### config.mk
export PLATFORM = sky130hd
export DESIGN_NAME = mem_seq
export DESIGN_NICKNAME = d
export VERILOG_FILES = /design/src/rtl/mem_seq.sv
export SDC_FILE = /design/constraint.sdc
export NUM_CORES = 1
export LEC_CHECK = 0
export BUFFER_PORTS_ARGS = -buffer_cell sky130_fd_sc_hd__buf_2
export CAP_MARGIN = 20
export CORE_MARGIN = 4
export CORE_UTILIZATION = 54
export CTS_BUF_LIST = sky130_fd_sc_hd__clkbuf_4 sky130_fd_sc_hd__clkbuf_8
export DETAILED_ROUTE_END_ITERATION = 10
export PLACE_DENSITY = 0.92
export REMOVE_ABC_BUFFERS = 1
export SYNTH_ARGS = -nofsm -noshare
export SYNTH_HDL_FRONTEND = slang
export SYNTH_SLANG_ARGS = --single-unit
### constraint.sdc
create_clock -name clk -period 3.4 [get_ports clk]
set_input_delay 0.34 -clock clk [delete_from_list [all_inputs] [get_ports clk]]
set_output_delay 0.34 -clock clk [all_outputs]
set_load 0.005 [all_outputs]
### src/rtl/mem_seq.sv
// Memory sequencer: arbitrates icache/dcache line requests onto a nibble-wide memory port.
// Every cache-facing burst is staged through an internal line buffer so that strobes never stall.
module mem_seq #(
    parameter int LINE_LENGTH = 4,
    parameter int PA          = 22
) (
    input  logic          clk,
    input  logic          reset,
    input  logic          d_push,
    input  logic          d_pull,
    input  logic [PA-3:0] d_tag,
    input  logic [3:0]    d_dwrite,
    output logic          d_rstrobe,
    output logic          d_wstrobe,
    input  logic          i_pull,
    input  logic [PA-3:0] i_tag,
    output logic          i_wstrobe,
    output logic [3:0]    dread,
    output logic          mem_cmd_valid,
    input  logic          mem_cmd_ready,
    output logic          mem_we,
    output logic [PA-3:0] mem_addr,
    output logic [3:0]    mem_wdata,
    input  logic [3:0]    mem_rdata,
    input  logic          mem_ready,
    output logic          busy
);

    localparam int BEATS = 2 * LINE_LENGTH;
    localparam int CW    = $clog2(BEATS);
    localparam int BW    = 4 * BEATS;

    typedef enum logic [2:0] {
        IDLE    = 3'd0,
        CAPTURE = 3'd1,
        CMD     = 3'd2,
        WDATA   = 3'd3,
        RDATA   = 3'd4,
        PLAY    = 3'd5,
        GAP     = 3'd6
    } state_t;

    state_t          state_q, state_d;
    logic [CW-1:0]   cnt_q;
    logic [BW-1:0]   line_buf;
    logic            owner_q;
    logic            last_owner_q;
    logic            we_q;
    logic [PA-3:0]   tag_q;

    logic            d_req, i_req, grant_d, last_beat;
    logic [3:0]      cur_nib;

    assign d_req     = d_push | d_pull;
    assign i_req     = i_pull;
    // On contention the requester that was not served last time wins (owner 1 = dcache).
    assign grant_d   = (d_req && i_req) ? !last_owner_q : d_req;
    assign last_beat = (cnt_q == CW'(BEATS - 1));
    assign cur_nib   = line_buf[{cnt_q, 2'b00} +: 4];

    always_comb begin
        state_d       = state_q;
        d_rstrobe     = 1'b0;
        d_wstrobe     = 1'b0;
        i_wstrobe     = 1'b0;
        dread         = 4'd0;
        mem_cmd_valid = 1'b0;
        mem_we        = 1'b0;
        mem_addr      = '0;
        mem_wdata     = 4'd0;
        busy          = (state_q != IDLE);
        case (state_q)
            IDLE: begin
                if (d_req || i_req)
                    state_d = (grant_d && d_push) ? CAPTURE : CMD;
            end
            CAPTURE: begin
                d_rstrobe = 1'b1;
                if (last_beat)
                    state_d = CMD;
            end
            CMD: begin
                mem_cmd_valid = 1'b1;
                mem_we        = we_q;
                mem_addr      = tag_q;
                if (mem_cmd_ready)
                    state_d = we_q ? WDATA : RDATA;
            end
            WDATA: begin
                mem_wdata = cur_nib;
                if (mem_ready && last_beat)
                    state_d = GAP;
            end
            RDATA: begin
                if (mem_ready && last_beat)
                    state_d = PLAY;
            end
            PLAY: begin
                dread     = cur_nib;
                d_wstrobe = owner_q;
                i_wstrobe = !owner_q;
                if (last_beat)
                    state_d = GAP;
            end
            GAP: begin
                state_d = IDLE;
            end
            default: begin
                state_d = IDLE;
            end
        endcase
        // While reset is held the state register may still show a stale state; keep outputs quiet.
        if (reset) begin
            d_rstrobe     = 1'b0;
            d_wstrobe     = 1'b0;
            i_wstrobe     = 1'b0;
            dread         = 4'd0;
            mem_cmd_valid = 1'b0;
            mem_we        = 1'b0;
            mem_addr      = '0;
            mem_wdata     = 4'd0;
            busy          = 1'b0;
        end
    end

    always_ff @(posedge clk) begin
        if (reset) begin
            state_q      <= IDLE;
            cnt_q        <= '0;
            line_buf     <= '0;
            owner_q      <= 1'b0;
            last_owner_q <= 1'b0;
            we_q         <= 1'b0;
            tag_q        <= '0;
        end else begin
            state_q <= state_d;
            case (state_q)
                IDLE: begin
                    if (d_req || i_req) begin
                        owner_q      <= grant_d;
                        last_owner_q <= grant_d;
                        tag_q        <= grant_d ? d_tag : i_tag;
                        we_q         <= grant_d && d_push;
                        cnt_q        <= '0;
                    end
                end
                CAPTURE: begin
                    line_buf[{cnt_q, 2'b00} +: 4] <= d_dwrite;
                    cnt_q                         <= cnt_q + 1'b1;
                end
                CMD: begin
                    if (mem_cmd_ready)
                        cnt_q <= '0;
                end
                WDATA: begin
                    if (mem_ready)
                        cnt_q <= cnt_q + 1'b1;
                end
                RDATA: begin
                    if (mem_ready) begin
                        line_buf[{cnt_q, 2'b00} +: 4] <= mem_rdata;
                        cnt_q                         <= cnt_q + 1'b1;
                    end
                end
                PLAY: begin
                    cnt_q <= cnt_q + 1'b1;
                end
                default: begin
                end
            endcase
        end
    end

endmodule
; ---- Word-level counts from Yosys, hierarchy flattened
; Cells that the tools add are included.
[classes]
n_addsub = 2
eq_ne = 14
n_shift = 4
mux = 36
bitwise_logic = 1
reduce_logical = 15
[ops]
columns = op, count
row1 = 32-bit bitwise mux, 2
row2 = 32-bit one-hot mux with 2 select lines, 1
row3 = 4-bit by 7-bit variable part select with 32-bit output, 2
row4 = 20-bit 2-to-1 mux, 3
row5 = 32-bit 2-to-1 mux, 1
row6 = "4-bit by 7-bit variable shift with 32-bit output, first input constant", 1
row7 = 32-bit by 6-bit variable part select with 4-bit output, 1
row8 = 3-bit 2-to-1 mux, 10
row9 = 3-bit one-hot mux with 6 select lines, 1
row10 = 4-bit 2-to-1 mux, 4
row11 = "2-bit != test, second input constant", 7
row12 = 1-bit 2-to-1 mux, 12
row13 = 3-bit one-hot mux with 4 select lines, 1
row14 = "3-bit == test, second input constant", 3
row15 = 5-bit negation with 7-bit output, 1
row16 = "3-bit by 2-bit == test with 1-bit output, second input constant", 2
row17 = 6-bit AND reduction, 1
row18 = 2-bit AND reduction, 2
row19 = 4-bit AND reduction, 1
row20 = 4-bit nonzero test, 1
row21 = 2-bit OR reduction, 2
row22 = "3-bit by 1-bit adder with 3-bit output, second input constant", 1
row23 = "3-bit by 1-bit == test with 1-bit output, second input constant", 1
row24 = 1-bit logical AND, 3
row25 = other kinds (8), 8
[word_totals]
reg_bits = 60
input_bits = 55
output_inout_bits = 34
word_cells = 78

; ---- Longest topological paths before layout
; Gate-level depths: netlist of run 1.
[logic_depth]
word_depth = 7
mapped_depth = 9
depth_no_buf = 7

; ---- Worst setup path before layout of run 1
; OpenSTA, ideal clock, no wires.
[synth_path]
kind = flip-flop to flip-flop
startpoint = register cnt_q[1]
endpoint = register line_buf[0]
setup_ns = 0.128
arrival_ns = 2.278
required_time_ns = 3.272
setup_slack_ns = 0.995
stages_incl_launch_ff = 9
path_buffers = 1
synth_period_minus_slack_ns = 2.405
path_cell_list = dfxtp_1 -> clkbuf_1 -> inv_1 -> ha_1 -> ha_1 -> or3b_2 -> a211o_1 -> mux2i_1 -> nor2_1
[synth_between]
elab_chain_cells = 5
word_cells_on_any_way = 8
classes_between = add/sub (1) / shift (3) / mux (4)
[synth_rtl]
columns = item, line_no
row1 = "start, declared", 44  ; logic [CW-1:0] cnt_q;
row2 = "start signal, assigned", 149  ; cnt_q <= cnt_q + 1'b1;
row3 = "start signal, assigned", 157  ; cnt_q <= cnt_q + 1'b1;
row4 = "start signal, assigned", 162  ; cnt_q <= cnt_q + 1'b1;
row5 = 5-bit negation with 7-bit output (*), "148, 161"
row6 = 4-bit by 7-bit variable part select with 32-bit output / 4-bit by 7-bit variable shift with 32-bit output (equally long branches), "161, 148"
row7 = 32-bit bitwise mux, 161  ; line_buf[{cnt_q, 2'b00} +: 4] <= mem_rdata;
row8 = 32-bit 2-to-1 mux, 160  ; if (mem_ready) begin
row9 = 32-bit one-hot mux with 2 select lines (*), 137  ; case (state_q)
row10 = "end signal, assigned by index", 148  ; line_buf[{cnt_q, 2'b00} +: 4] <= d_dwrite;
row11 = "end signal, assigned by index", 161
row12 = "end, declared", 45  ; logic [BW-1:0] line_buf;
; Every way passes the cells marked *; elsewhere a longest branch is shown, timed or not. The select of a mux whose other input is x is not followed.
; A chain may end at the register's enable or synchronous reset.

; ---- Final worst setup path of run 1
[layout_path]
startpoint = register cnt_q[1]
endpoint = register line_buf[1]
; Same word-level chain as after synthesis.

==> flow_metrics.py, run 1 <==
metrics = {
    "floorplanning": {
        "die_h_microns": 84.1,
        "core_area_sq_mm": 0.00557,
        "dieArea_sq_mm": 0.00708,
        "io_pins": 89,
        "die_w_microns": 84.1,
        "start_util_pct": 56.2,
        "rows": 27,
    },
    "worst_setup_path": {
        "required_ns": 3.60,
        "rrSetupSlack_ns": 0.78,
        "cp.arrival_ns": 2.82,
        "reg2reg_from": "cnt_q[1]$_SDFFE_PP0P_",
        "crit_slowest_cell": "dfxtp_1",
        "path_class": "reg -> reg",
        "cp_max_fo": 14,
        "crit_start": "cnt_q[1]$_SDFFE_PP0P_",
        "path_delay_family": "flip-flops",
        "rr_endpoint": "line_buf[1]$_SDFFE_PP0P_",
        "cp-end-kind": "register",
        "path_common_cell": "ha_1",
        "worst_setup_path_start_kind": "register",
        "crit_chain": "inv_1 -> ha_1 -> ha_1 -> or3b_2 -> a211o_1 -> mux2i_1 -> nor2_1",
        "worstRegToRegCells": 7,
        "worst-path-stages": 7,
        "cpPeakStageDelay_ns": 0.68,
        "critPathBufInv": 1,
    },
    "synthesis": {
        "ys_warn_count": 0,
        "ys_dominant_reg_cell": "dfxtp_1",
        "yosysUniqueCellTypes": 48,
        "synth_cells": 325,
        "synth_top_area_share_pct": 38.4,
        "yosys-top-cells-area": "dfxtp_1 (38%), mux2i_1 (11%), mux4_2 (5.8%)",
        "synth_area_per_cell_sq_um": 9.63,
        "async_reset_ff_share_pct": 0,
        "synth_edf_count": 0,
        "ys_ff_latch": 60,
        "synth_area_sq_mm": 0.00313,
        "ys_seq_area_share_pct": 38.4,
        "yosysTopAreaCell": "dfxtp_1",
    },
    "min_path": {
        "whs_path_depth": 3,
        "hold_end": "tag_q[14]$_SDFFE_PP0P_",
        "hold_class": "in -> reg",
        "hold_start": "d_tag[14]",
    },
    "timing": {
        "worst_slew_pin_slew_ns": 0.679,
        "clock_skew_ns": 0.00862,
        "max_freq_mhz": 382,
        "maxSlewViolCount": 0,
        "relSlewSlack_pct": 53.4,
        "fin_tns_setup_ns": 0,
        "hold_violations": 0,
        "finalSetupViolCount": 0,
        "rsz0062_at_grt": "false",
        "hold_slack_ns": 0.345,
        "min_period_ns": 2.62,
        "fin_crit_sh_pct": 77.1,
    },
    "clock_network": {
        "clock_path_buffers": 2,
        "cts_root_buf": "clkbuf_8",
        "cts.clk_slew.worst_paths_ns": 0.07,
        "cts_made_buffers": 9,
        "clk_latency_ns": 0.33,
        "cts_tree": "built",
        "cts_hold_buf": 0,
        "clkSinkCount": 60,
        "post_cts_buffers": 0,
        "h-tree-depth": 3,
        "cts_resized": 0,
    },
    "global_routing": {
        "grt_first_pass_wirelength_microns": 13400,
        "grt_overflow": 0,
        "antenna_found_initial": 0,
        "grt_max_degree": 50,
        "grt_pass1_vias": 2798,
        "grt.total_usage_pct": 23.3,
    },
    "route": {
        "wl_per_cell_microns": 16.9,
        "drc": 0,
        "antenna_left": 0,
        "drt_iter0_drc": 329,
        "vias": 2935,
        "post_drt_via_cell_ratio": 6.05,
        "drt-total-wl_microns": 8210,
        "firstDrtPassIters": 5,
    },
    "cells_and_area": {
        "fin_util_pct": 68.1,
        "mostFrequentLayoutCell": "buf_2",
        "num-nets-final": 472,
        "drive_above_1_share_pct": 31.2,
        "diodes": 0,
        "mostFrequentLayoutCells": "buf_2 (88), dfxtp_1 (60), nor2_1 (42)",
        "fin_cells": 485,
        "fillers": 421,
        "area_growth_pct": 21.3,
    },
    "status": {
        "outcome": "finished clean",
    },
    "placed_design": {
        "dp.cells": 471,
        "port_buffers": 88,
        "gp_congestion": 0.904,
        "dp_hpwl_microns": 6010,
    },
    "power_and_ir_drop": {
        "ir_drop_mv": 0.415,
        "p_per_area_mw_per_mm2": 658,
        "power_mw": 2.50,
        "cellLeakagePower_nw": 1.66,
    },
    "run": {
        "drv_cap": 0,
    },
}
-- stage by stage --
step                      cell area (sq um)  setup WS [ns]
after global placement                 3620          0.972
after detailed placement               3620          0.843
after CTS                              3800          0.824
after global routing                   3800          0.685
final                                  3800          0.779
after floorplan                        3040          0.835
-- state kept, by name (all words and copies together), names as in the netlist --
name,cells
line_buf,32
state_q,3
we_q,1
cnt_q,3
tag_q,20
last_owner_q,1
-- routing by layer --
metal	global-route usage, %	vias up	part of all wire (%)
li1	-	1400	-
met1	28.4	1383	40
met2	39.7	125	49
met3	5.10	27	7.4
met4	10.1	0	2.7
met5	0	-	0
-- cell usage after synthesis, drive strengths merged, types with 7 or more instances --
master	instances
clkbuf	11
ha	7
mux4	8
o2bb2ai	20
inv	8
nor2	42
buf	10
dfxtp	60
and2	20
a211oi	22
a21oi	13
mux2i	33
o21ai	7
-- kinds of logic (layout without fill, tap and decap cells) --
| kind of cell | Yosys count | in the layout | share of synthesized area (%) |
|---|---|---|---|
| and+or+nand+nor | 99 | 99 | 16.5 |
| DFF | 60 | 60 | 38.4 |
| muxes | 47 | 47 | 18.5 |
| adders and majority gates | 7 | 7 | 2.80 |
| AOI/OAI and AO/OA | 82 | 82 | 19.7 |
| buffers and inverters | 30 | 118 | 4.12 |
-- worst min-delay path, stage by stage --
cell,delay (ns)
buf_2,0.09
mux2i_1,0.11
a211oi_1,0.08
-- power by group --
| part | switching, mW | leakage (nW) | internal, mW |
|---|---|---|---|
| Combinational | 0.555 | 1.08 | 0.405 |
| Clock | 0.265 | 0.0941 | 0.314 |
| Sequential | 0.114 | 0.490 | 0.845 |
| Total | 0.935 | 1.66 | 1.56 |
-- worst max-delay path by stage --
stage | end | slack [ns]
floorplan | line_buf[0]$_SDFFE_PP0P_ | 0.83
global placement | line_buf[3]$_SDFFE_PP0P_ | 0.97
detailed placement | line_buf[1]$_SDFFE_PP0P_ | 0.84
CTS | line_buf[1]$_SDFFE_PP0P_ | 0.82
global route | line_buf[2]$_SDFFE_PP0P_ | 0.68
finish | line_buf[1]$_SDFFE_PP0P_ | 0.78
-- area by class of cell --
class	instances	area [sq um]	share of cell area (%)
clock buffers	12	165	4.35
clock inverters	2	10.0	0.264
inverters	9	33.8	0.890
multi-input cells	235	1800	47.5
flip-flops and latches	60	1200	31.6
well taps	72	90.1	2.37
repair buffers	95	493	13.0
No activity file was read; power rests on OpenSTA's default activity.
==> run 2, diff against run 1 <==
Clock period 3.4 ns to 2.5 ns, I/O delays scaled along.
==> run 2 against run 1 <==
Clock-buffer cell count unchanged; utilization grew 0.83 points; highest routed layer unchanged; combinational power is 37% higher; sequential cell count unchanged; final cell count grew 0.82%; critical path type unchanged; first-iteration DRC count is 30% higher; clock skew decreased by 0.0025 ns; global-route usage grew 1.1 points; non-clock buffer count up 2; register-to-register slack worse by 0.45 ns.
==> flow_metrics.py, run 2 (synthesized netlist as in run 1, its figures left out) <==
metrics = {
    "status": {
        "outcome": "finished clean",
    },
    "route": {
        "drt-total-wl_microns": 8640,
        "firstDrtPassIters": 8,
        "drt_iter0_drc": 427,
        "antenna_left": 0,
        "wl_per_cell_microns": 17.7,
        "drc": 0,
        "vias": 2986,
        "post_drt_via_cell_ratio": 6.11,
    },
    "floorplanning": {
        "io_pins": 89,
        "core_area_sq_mm": 0.00557,
        "start_util_pct": 56.2,
        "rows": 27,
        "die_w_microns": 84.1,
        "die_h_microns": 84.1,
        "dieArea_sq_mm": 0.00708,
    },
    "timing": {
        "worst_slew_pin_slew_ns": 0.640,
        "finalSetupViolCount": 0,
        "maxSlewViolCount": 0,
        "min_period_ns": 2.17,
        "hold_violations": 0,
        "max_freq_mhz": 461,
        "rsz0062_at_grt": "false",
        "hold_slack_ns": 0.252,
        "fin_crit_sh_pct": 86.7,
        "relSlewSlack_pct": 56.1,
        "clock_skew_ns": 0.00611,
    },
    "power_and_ir_drop": {
        "power_switching_mw": 1.31,
        "clockPowerShare_pct": 25.7,
        "cellLeakagePower_nw": 1.68,
        "switching_share_pct": 37.1,
        "power.internal_mw": 2.22,
        "ir_drop_mv": 0.640,
        "p_comb_share_pct": 37.4,
        "p_per_area_mw_per_mm2": 920,
        "pwr-share-seq_pct": 37.0,
    },
    "cells_and_area": {
        "mostFrequentLayoutCell": "buf_2",
        "fin_util_pct": 69.0,
        "regMostFlops": "line_buf",
        "num-nets-final": 474,
        "largest_reg_flops": 32,
        "fillers": 397,
        "mostFrequentLayoutCells": "buf_2 (88), dfxtp_1 (60), nor2_1 (42)",
        "fin_area_sq_mm": 0.00384,
        "reg.largest.list": "line_buf: 32 flops, tag_q: 20 flops",
        "diodes": 0,
        "area_growth_pct": 22.8,
        "drive_above_1_share_pct": 31.9,
    },
    "clock_network": {
        "cts_made_buffers": 9,
        "cts_resized": 0,
        "cts_tree": "built",
        "clkSinkCount": 60,
        "clock_path_buffers": 2,
        "cts_hold_buf": 0,
        "clk_latency_ns": 0.33,
        "cts_root_buf": "clkbuf_8",
        "post_cts_buffers": 0,
        "h-tree-depth": 3,
        "cts.clk_slew.worst_paths_ns": 0.07,
    },
    "worst_setup_path": {
        "path_class": "reg -> reg",
        "required_ns": 2.71,
        "worst_setup_path_start_kind": "register",
        "cp-end-kind": "register",
        "cp_max_fo": 5,
        "cp.arrival_ns": 2.38,
    },
    "placed_design": {
        "place_area_sq_mm": 0.00364,
        "dp_hpwl_microns": 6210,
        "port_buffers": 88,
        "gp_congestion": 0.881,
    },
    "global_routing": {
        "grt.total_usage_pct": 24.4,
        "grt_max_degree": 42,
        "antenna_found_initial": 0,
        "grt_pass1_vias": 2822,
        "grt_first_pass_wirelength_microns": 14000,
        "grt_overflow": 0,
    },
    "min_path": {
        "hold_class": "in -> reg",
    },
    "run": {
        "drv_cap": 0,
    },
}
run 2: per-stage QoR:
stage	TNS [ns]	std cells	power (mW)	worst slack [ns]
6_report	0	489	3.54	0.331
5_1_grt	0	489	3.73	0.209
3_3_place_gp	0	473	2.55	0.436
3_5_place_dp	0	473	2.61	0.368
2_1_floorplan	-0.294	304	2.23	-0.0653
4_1_cts	0	489	3.52	0.323
run 2: power groups by stage:
stage               combinational (mW)  sequential, mW  clock [mW]
floorplan                        0.933            1.30           0
global placement                  1.25            1.30           0
detailed placement                1.29            1.32           0
CTS                               1.30            1.30       0.908
global route                      1.45            1.33       0.950
finish                            1.32            1.31       0.908
run 2: path summary, 6_finish.rpt:
check | startpoint | slack, ns | to | cells after the start
worst min register to register | line_buf[14]$_SDFFE_PP0P_ | 0.47 | line_buf[14]$_SDFFE_PP0P_ | 1
worst min-delay path | d_tag[0] | 0.25 | tag_q[0]$_SDFFE_PP0P_ | 3
worst max-delay path | cnt_q[0]$_SDFFE_PP0P_ | 0.33 | line_buf[3]$_SDFFE_PP0P_ | 7
worst max register to register | cnt_q[0]$_SDFFE_PP0P_ | 0.33 | line_buf[3]$_SDFFE_PP0P_ | 7
run 2: per-layer routing:
metal | vias to the layer above | GRT usage [%] | routed length (microns)
met4 | 0 | 11.7 | 346
met2 | 180 | 40.6 | 4250
li1 | 1399 | - | -
met1 | 1364 | 30.2 | 3300
met3 | 43 | 5.10 | 743
met5 | - | 0 | 0
run 2: area by class of cell:
| type | count | area [sq um] | share of cell area [%] |
|---|---|---|---|
| Clock inverter | 4 | 47.5 | 1.24 |
| Clock buffer | 12 | 159 | 4.13 |
| Timing Repair Buffer | 97 | 508 | 13.2 |
| Multi-Input combinational cell | 235 | 1800 | 46.9 |
| Inverter | 9 | 33.8 | 0.879 |
| Tap cell | 72 | 90.1 | 2.34 |
| Sequential cell | 60 | 1200 | 31.2 |
run 2: critical path, stage by stage (launching register included):
cell and delay, ns:
dfxtp_1 0.33, inv_1 0.10, ha_1 0.25, ha_1 0.33, or3b_2 0.45, a211o_1 0.36, mux2i_1 0.18, nor2_1 0.05
==> run 3, diff against run 2 <==
Settings changed: CORE_MARGIN 4 to 1.5.
==> run 3 against run 2 <==
Via count down 1.5%; non-clock buffer count is the same; wire length down 4.4%; sequential share of layout area down 0.14 points; global-route usage up 2.9 points; setup slack worse by 0.11 ns; die area decreased by 12%; final cell count did not move; first-iteration DRC count decreased by 11%; register-to-register slack got worse by 0.08 ns; sequential cell count stayed put; critical path type is now reg -> out; largest power group unchanged; highest routed layer unchanged.
==> flow_metrics.py, run 3 (synthesized netlist as in run 1, its figures left out) <==
metrics = {
    "worst_setup_path": {
        "critPathBufInv": 2,
        "cp.arrival_ns": 2.03,
        "cp-end-kind": "output pin",
        "cpPeakStageDelay_ns": 0.57,
        "cp_max_fo": 15,
        "path_class": "reg -> out",
        "crit_chain": "buf_4 -> mux4_2 -> mux2i_1 -> nor2_1 -> buf_2",
        "crit_start": "cnt_q[0]$_SDFFE_PP0P_",
        "path_delay_family": "multiplexers",
        "crit_slowest_cell": "mux4_2",
        "required_ns": 2.25,
        "worst_setup_path_start_kind": "register",
        "reg2reg_from": "cnt_q[0]$_SDFFE_PP0P_",
    },
    "route": {
        "drt-total-wl_microns": 8260,
        "firstDrtPassIters": 5,
        "wl_per_cell_microns": 16.9,
        "vias": 2942,
        "drt_iter0_drc": 381,
        "post_drt_via_cell_ratio": 6.02,
        "antenna_left": 0,
        "drc": 0,
    },
    "timing": {
        "fin_tns_setup_ns": 0,
        "relSlewSlack_pct": 52.2,
        "fin_crit_sh_pct": 91.0,
        "max_freq_mhz": 439,
        "maxSlewViolCount": 0,
        "min_period_ns": 2.28,
        "rsz0062_at_grt": "false",
        "hold_violations": 0,
        "worst_slew_pin_slew_ns": 0.697,
        "clock_skew_ns": 0.00773,
        "final.setup.worst_slack_ns": 0.224,
        "hold_slack_ns": 0.229,
        "finalSetupViolCount": 0,
    },
    "floorplanning": {
        "die_h_microns": 79.1,
        "rows": 27,
        "die_w_microns": 79.1,
        "core_area_sq_mm": 0.00554,
        "io_pins": 89,
        "start_util_pct": 56.5,
        "dieArea_sq_mm": 0.00626,
    },
    "cells_and_area": {
        "drive_above_1_share_pct": 31.9,
        "fin_cells": 489,
        "diodes": 0,
        "num-nets-final": 474,
        "mostFrequentLayoutCells": "buf_2 (88), dfxtp_1 (60), nor2_1 (42)",
        "regMostFlops": "line_buf",
        "mostFrequentLayoutCell": "buf_2",
        "area_growth_pct": 23.3,
        "largest_reg_flops": 32,
        "reg.largest.list": "line_buf: 32 flops, tag_q: 20 flops",
    },
    "placed_design": {
        "gp_congestion": 0.866,
        "dp.cells": 473,
        "dp_hpwl_microns": 5750,
        "port_buffers": 88,
        "dp_slack_ns": 0.316,
    },
    "clock_network": {
        "clkSinkCount": 60,
        "cts_resized": 0,
        "clock_path_buffers": 2,
        "cts_tree": "built",
        "cts_root_buf": "clkbuf_8",
        "clk_latency_ns": 0.35,
        "post_cts_buffers": 0,
        "cts_made_buffers": 9,
        "cts.clk_slew.worst_paths_ns": 0.08,
        "cts_hold_buf": 0,
        "h-tree-depth": 3,
    },
    "min_path": {
        "hold_start": "d_tag[11]",
        "hold_class": "in -> reg",
    },
    "global_routing": {
        "grt_pass1_vias": 2792,
        "grt_max_degree": 41,
        "grt.total_usage_pct": 27.3,
        "grt_first_pass_wirelength_microns": 13300,
        "antenna_found_initial": 0,
        "grt_overflow": 0,
    },
    "power_and_ir_drop": {
        "p_per_area_mw_per_mm2": 936,
        "cellLeakagePower_nw": 1.69,
        "ir_drop_mv": 0.597,
    },
    "status": {
        "outcome": "finished clean",
    },
    "run": {
        "drv_cap": 0,
    },
}
==> run 3: worst min-delay path: stages <==
cell and delay, ns:
buf_2 0.10, mux2i_1 0.11, a211oi_1 0.08
==> run 3: area by class of cell <==
| cell class | instances | area, sq um |
|---|---|---|
| tap | 72 | 90.1 |
| fill | 407 | 1680 |
| multi-input combinational | 235 | 1800 |
| clock inverter | 7 | 100 |
| sequential | 60 | 1200 |
| inverter | 9 | 33.8 |
| clock buffer | 9 | 124 |
| timing repair buffer | 97 | 508 |
==> run 3: power breakdown <==
group,internal (mW),switching [mW]
logic,0.552,0.780
clock network,0.567,0.410
registers,1.15,0.156
==> run 3: stage by stage <==
stage,util (%),instance area [sq um],total power [mW]
after floorplan,-,3040,2.23
after global placement,65.7,3640,2.54
after detailed placement,65.7,3640,2.60
after CTS,69.7,3860,3.59
after global routing,69.7,3860,3.81
final,69.7,3860,3.61
==> run 3: layer usage <==
layer  vias to the layer above  part of all wire (%)  track usage (%)
li1                       1396                     -                -
met1                      1380                    40             31.7
met2                       137                    51             47.4
met3                        29                   6.3             6.55
met4                         0                   3.1             12.5
met5                         -                     0                0
==> run 3: worst paths after layout <==
| check | to | slack (ns) | cells past startpoint |
|---|---|---|---|
| max | mem_wdata[1] | 0.22 | 5 |
| min | tag_q[11]$_SDFFE_PP0P_ | 0.23 | 3 |
| max reg2reg | line_buf[3]$_SDFFE_PP0P_ | 0.25 | 7 |
| min reg2reg | line_buf[8]$_SDFFE_PP0P_ | 0.46 | 1 |
